`src/rtl/alu_writeback_buffer.sv`:
```
// In-order writeback FIFO between the ALU and the register file write port.
// Ports: clk/rst, flush, in_* (push side), wb_* (drain side), count; byp_* with ALU_WB_BYPASS_EN.
module alu_writeback_buffer #(
  parameter int DEPTH = 4,
  localparam int PTR_W = $clog2(DEPTH)
) (
  input  logic             clk,
  input  logic             rst,
  input  logic             flush,
  input  logic             in_valid,
  output logic             in_ready,
  input  logic [4:0]       in_rd,
  input  logic [63:0]      in_data,
  output logic             wb_valid,
  input  logic             wb_ready,
  output logic [4:0]       wb_rd,
  output logic [63:0]      wb_data,
  output logic [PTR_W:0]   count
`ifdef ALU_WB_BYPASS_EN
  ,
  input  logic [4:0]       byp_rs,
  output logic             byp_hit,
  output logic [63:0]      byp_data
`endif
);

  logic [PTR_W-1:0] rd_ptr_q, rd_ptr_d;
  logic [PTR_W-1:0] wr_ptr_q, wr_ptr_d;
  logic [PTR_W:0]   count_q, count_d;
  logic [4:0]       rd_mem_q [DEPTH];
  logic [63:0]      data_mem_q [DEPTH];
  logic             push;
  logic             pop;

  assign in_ready = (count_q != DEPTH[PTR_W:0]);
  assign wb_valid = (count_q != '0);
  assign wb_rd    = rd_mem_q[rd_ptr_q];
  assign wb_data  = data_mem_q[rd_ptr_q];
  assign count    = count_q;

  // x0 writes complete the handshake but never enqueue
  always_comb begin
    push = in_valid && in_ready && !flush && (in_rd != 5'd0);
    pop  = wb_valid && wb_ready && !flush;
    rd_ptr_d = rd_ptr_q;
    wr_ptr_d = wr_ptr_q;
    count_d  = count_q;
    if (flush) begin
      rd_ptr_d = '0;
      wr_ptr_d = '0;
      count_d  = '0;
    end else begin
      if (push) wr_ptr_d = wr_ptr_q + 1'b1;
      if (pop)  rd_ptr_d = rd_ptr_q + 1'b1;
      count_d = count_q + (PTR_W+1)'(push) - (PTR_W+1)'(pop);
    end
  end

  always_ff @(posedge clk) begin
    if (rst) begin
      rd_ptr_q <= '0;
      wr_ptr_q <= '0;
      count_q  <= '0;
    end else begin
      rd_ptr_q <= rd_ptr_d;
      wr_ptr_q <= wr_ptr_d;
      count_q  <= count_d;
    end
  end

  // Entry storage is intentionally left unreset
  always_ff @(posedge clk) begin
    if (push && !rst) begin
      rd_mem_q[wr_ptr_q]   <= in_rd;
      data_mem_q[wr_ptr_q] <= in_data;
    end
  end

`ifdef ALU_WB_BYPASS_EN
  logic [PTR_W-1:0] byp_idx;

  // Walk oldest to youngest so the last match wins
  always_comb begin
    byp_hit  = 1'b0;
    byp_data = '0;
    byp_idx  = '0;
    for (int i = 0; i < DEPTH; i++) begin
      byp_idx = rd_ptr_q + PTR_W'(i);
      if (((PTR_W+1)'(i) < count_q) && (byp_rs != 5'd0) &&
          (rd_mem_q[byp_idx] == byp_rs)) begin
        byp_hit  = 1'b1;
        byp_data = data_mem_q[byp_idx];
      end
    end
  end
`endif

endmodule
```
`config.mk`:
```
export PLATFORM = sky130hd
export DESIGN_NAME = alu_writeback_buffer
export DESIGN_NICKNAME = d
export VERILOG_FILES = /design/src/rtl/alu_writeback_buffer.sv
export SDC_FILE = /design/constraint.sdc
export NUM_CORES = 1
export LEC_CHECK = 0
export BUFFER_PORTS_ARGS = -buffer_cell sky130_fd_sc_hd__buf_2
export CAP_MARGIN = 20
export CORE_MARGIN = 4
export CORE_UTILIZATION = 40
export DETAILED_ROUTE_END_ITERATION = 16
export PLACE_DENSITY = 0.71
export SYNTH_ARGS = -nofsm -noshare
export SYNTH_HDL_FRONTEND = slang
export SYNTH_SLANG_ARGS = --single-unit
```
`constraint.sdc`:
```
create_clock -name clk -period 6.68 [get_ports clk]
set_input_delay 0.334 -clock clk [delete_from_list [all_inputs] [get_ports clk]]
set_output_delay 0.334 -clock clk [all_outputs]
set_load 0.01 [all_outputs]
```
======== Word level (Yosys, flattened, before mapping) ========
Memory sizes are Yosys's and may differ from the RTL's. A register that Yosys moved wholly into a read port is not among the register bits.
Index checks and enable logic that the tools add are counted.
word-level totals
  flip-flop bits (word level) ............. 7
  memory bits (writable) .................. 276
  output and inout port bits .............. 74
  memories ................................ 2
operators by class
  $add $sub $neg .......................... 4
  equal/unequal tests ..................... 1
  mux-type cells .......................... 6
  reductions and logical operators ........ 11
memories
  memory      words  width  rd ports  clocked after memory_dff  wr ports  line  source
  data_mem_q  4      64     1         1                         1         31    logic [63:0] data_mem_q [DEPTH];
  rd_mem_q    4      5      1         1                         1         30    logic [4:0] rd_mem_q [DEPTH];
operators by type and width
  cell                   number
  $mux W2                4
  $logic_and A1 B1 Y1    6
  $reduce_bool A5 Y1     1
  $add A2 B1 Y2 const B  2
  $add A3 B1 Y3          1
  $ne A3 B3 Y1 const B   1
  $reduce_bool A3 Y1     1
  $sub A3 B1 Y3          1
  $logic_not A1 Y1       2
  $mux W1                2
  $reduce_or A2 Y1       1

======== Longest topological paths before layout ========
  word-level depth ........................ 7
  depth in mapped cells ................... 11
  depth with buffers taken out ............ 11

======== Worst setup path after synthesis ========
OpenSTA, ideal clock, no wires.
  kind .................................... reg2reg
  start point ............................. register count_q[1], in the netlist count[1]
  end point ............................... memory data_mem_q[1][0], enable pin
  setup time .............................. 0.596 ns
  data arrival time ....................... 5.989 ns
  required time ........................... 6.084 ns
  path slack .............................. 0.095 ns
  cell stages (with the launch flop) ...... 5
  path buffers ............................ 0
  clock period less this slack ............ 6.585 ns
  cells stage by stage .................... dfxtp_1 > or3b_2 > o2111a_2 > inv_2 > nor3b_1
between the ends
  longest elaborated chain between the ends .. 7
RTL lines
  item                               line  source
  start, declared                    29    logic [PTR_W:0] count_q, count_d;
  start signal, assigned             67    count_q <= count_d;
  $ne A3 B3 Y1                       35    assign in_ready = (count_q != DEPTH[PTR_W:0]);
  named net in_ready                 11    output logic in_ready,
  $logic_and A1 B1 Y1 (3 in series)  43    push = in_valid && in_ready && !flush && (in_rd != 5'd0);
  $logic_and A1 B1 Y1                73    if (push && !rst) begin
  $mux W1                            73
  $mux W1 (implied by the code)      75    data_mem_q[wr_ptr_q] <= in_data;
  end, declared                      31
The timed path passes the listed nets, and every way through them passes these cells.

==> results.toml <==
[logic_synthesis]
ys_warn_count = 0
synth_largest_area_cell = "edfxtp_1"
ys_seq_elements = 285
synth.net_count = 497
netlist_instances = 416
syn_area_per_cell_sq_um = 25.1
ys_types = 25
synth_seq_area_share_pct = 81.2
synthTopCellsByArea = "edfxtp_1 80%, mux4_2 15%, dfxtp_1 1.7%"
synth_top_area_share_pct = 79.5
synthesis.area_sq_mm = 0.0104

[worst_setup_path]
cp_cell_sequence = "buf_4 -> mux4_2 -> buf_2"
crit_buf_inv = 2
max_stage_delay_ps = 800
crit_fanout = 45
slowest_stage = "buf_4"
r2r_end = "count[2]$_SDFF_PP0_"
reg2reg_depth = 11
crit_type = "reg -> out"
crit_arrival_ps = 2860
crit_family = "buffers and inverters"
critical_path.endpoint = "wb_rd[4]"
start_kind = "flip-flop"
r2r_setup_slack_ps = 4040
critical_path_required_ps = 6350
critPathCaptureType = "output pin"
r2r_start = "count[2]$_SDFF_PP0_"
cp.depth = 3

[cts]
cts.clk_slew.worst_paths_ps = 60
clock_insertion_delay_worst_skew_ps = 530
post_cts_buffers = 0
cts_resized = 0
cts_hold_buffers = 26
cts_tree = "done"
cts_sinks = 285
cts_buffer_depth = 3
cts-root-buf = "clkbuf_16"
cts-buffers-inserted = 28
htreeDepth = 1

[sta]
max_freq_mhz = 313
rsz0062_at_grt = "false"
setup_viol = 0
layout_min_cycle_time_ps = 3190
fin_tns_setup_ps = 0
maxSlewHeadroom_pct = 29.1
worstMarginPinSlew_ps = 1060
final_hold_viol_count = 0
drv_slew = 0
clock_skew_ps = 8.68
min_period_over_period_pct = 47.8

[route]
drt_iter0_markers = 414
wl_met2_um = 9850
dr.max_layer_used = "met5"
vias_per_cell = 5.05
wl_met1_um = 8080
via_count = 4876
wirelength_um = 19400
post-route-drc-count = 0
met3WireLength_um = 1160
ant_nets = 0
dr.pass1.iters = 4
avgRoutedWirePerCell_um = 20.1

[die]
coreArea_sq_mm = 0.0254
rows = 58
die_h_um = 169
die-area_sq_mm = 0.0287
die_w_um = 169
start_util_pct = 41.0
io_pins = 148

[cells_and_area]
postLayoutCellArea_sq_mm = 0.0128
antenna_cells = 0
final_cell_mix = "276 x edfxtp_1, 147 x buf_2, 69 x mux4_2"
drive_gt1_share_pct = 43.9
nets = 694
seq_area_sq_mm = 0.00848
final_common_cell = "edfxtp_1"
multi_input_area_sq_mm = 0.00186
area_delta_synth_final_pct = 23.3
n_fill_cell = 2007

[global_routing]
gr-total-overflow = 0
grtUsageTotal_pct = 13.5
antenna_found_initial = 1
grt_first_pass_wirelength_um = 30100
grt_pass1_vias = 5380
grt_max_degree = 70

[job]
drv_cap = 0

[placement]
dp_hpwl_um = 11500
io_buffers = 147
place_area_sq_mm = 0.0116
routabilityCongestion = 0.726

[pwr]
peakVddDrop_uv = 212
p_leak_nw = 4.28
p_per_area_mw_per_mm2 = 293

[outcome]
run_status = "complete, no violations"

[worst_hold_path]
hold_path.class = "in -> reg"
[area by class of cell]
class / instances / area share (%)
clock buffer: 32 / 5.74
clock inverter: 20 / 2.01
inverter: 9 / 0.263
multi-input combinational: 106 / 14.5
sequential: 285 / 66.0
tap: 330 / 3.21
timing repair buffer: 183 / 8.36
[cell families after synthesis]
kind of cell / count (synthesis) / share of synthesized area [%]
fa+ha+maj: 7 / 0.912
mux: 71 / 15.1
flops: 285 / 81.2
compound gates: 6 / 0.384
simple gates: 21 / 1.14
xor+xnor: 1 / 0.0840
buf+inv: 25 / 1.14
[stage by stage]
step                      worst slack, ps  hold WS, ps  power (mW)  util, %  std cells
final                                3490         26.9        3.76     50.6        965
after global routing                 3190         2.83        3.90     50.6        965
after CTS                            3330        0.370        3.81     50.5        964
after detailed placement             3800          473        2.13     45.6        886
after global placement               3920          457        2.12     45.6        886
after floorplan                      94.7          433        2.06        -        416
[flip-flops by register name (all words and copies together) (netlist names), named ones only]
register,count
rd_ptr_q,2
rd_mem_q,20
wr_ptr_q,2
data_mem_q,256
count,3
[report_power, final]
| part | leakage (nW) | switching [mW] | internal [mW] |
|---|---|---|---|
| Clock | 0.485 | 0.635 | 1.02 |
| Combinational | 1.22 | 0.0616 | 0.0550 |
| Sequential | 2.57 | 0.00527 | 1.98 |
[routing by layer]
metal	up-vias	track usage (%)
met2	141	22.9
met5	-	0
li1	2163	-
met4	2	3.01
met3	26	2.89
met1	2544	18.1
[worst register-to-register path, stage by stage (launching register included)]
cell      delay (ps)
dfxtp_1          400
or3b_2           480
o2111a_2         210
inv_2            130
ha_1             250
inv_1             60
ha_1             120
inv_1             50
fa_1             400
xor2_1           160
and2_1           150
nor3_1           150
[synthesized netlist by cell type]
cell type  count
dfxtp_1        9
buf_2          8
nand2_1        4
o2111a_2       1
inv_2          1
nand2b_1       1
o21ai_0        1
or3_1          1
edfxtp_1     276
o31ai_1        1
mux4_2        69
nor2_1         4
clkbuf_1       6
and2_1         2
mux2i_1        2
nor3_1         2
xor2_1         1
ha_1           6
or4_1          2
nor3b_1        4
fa_1           1
inv_1          8
or3b_2         1
buf_6          2
a21oi_1        3
[worst min-delay path by stage]
| stage | cells past startpoint | from | slack [ps] | to |
|---|---|---|---|---|
| 2_1_floorplan | 0 | in_data[0] | 430 | data_mem_q[0][0]$_DFFE_PP_ |
| 3_3_place_gp | 2 | rd_ptr_q[1]$_SDFFE_PP0P_ | 460 | flip-flop |
| 3_5_place_dp | 2 | rd_ptr_q[1]$_SDFFE_PP0P_ | 470 | flip-flop |
| 4_1_cts | 1 | in_data[13] | 0.4 | data_mem_q[2][13]$_DFFE_PP_ |
| 5_1_grt | 1 | in_data[14] | 3 | data_mem_q[1][14]$_DFFE_PP_ |
| 6_report | 1 | in_data[10] | 30 | data_mem_q[3][10]$_DFFE_PP_ |
(Power assumes the default switching activity.)
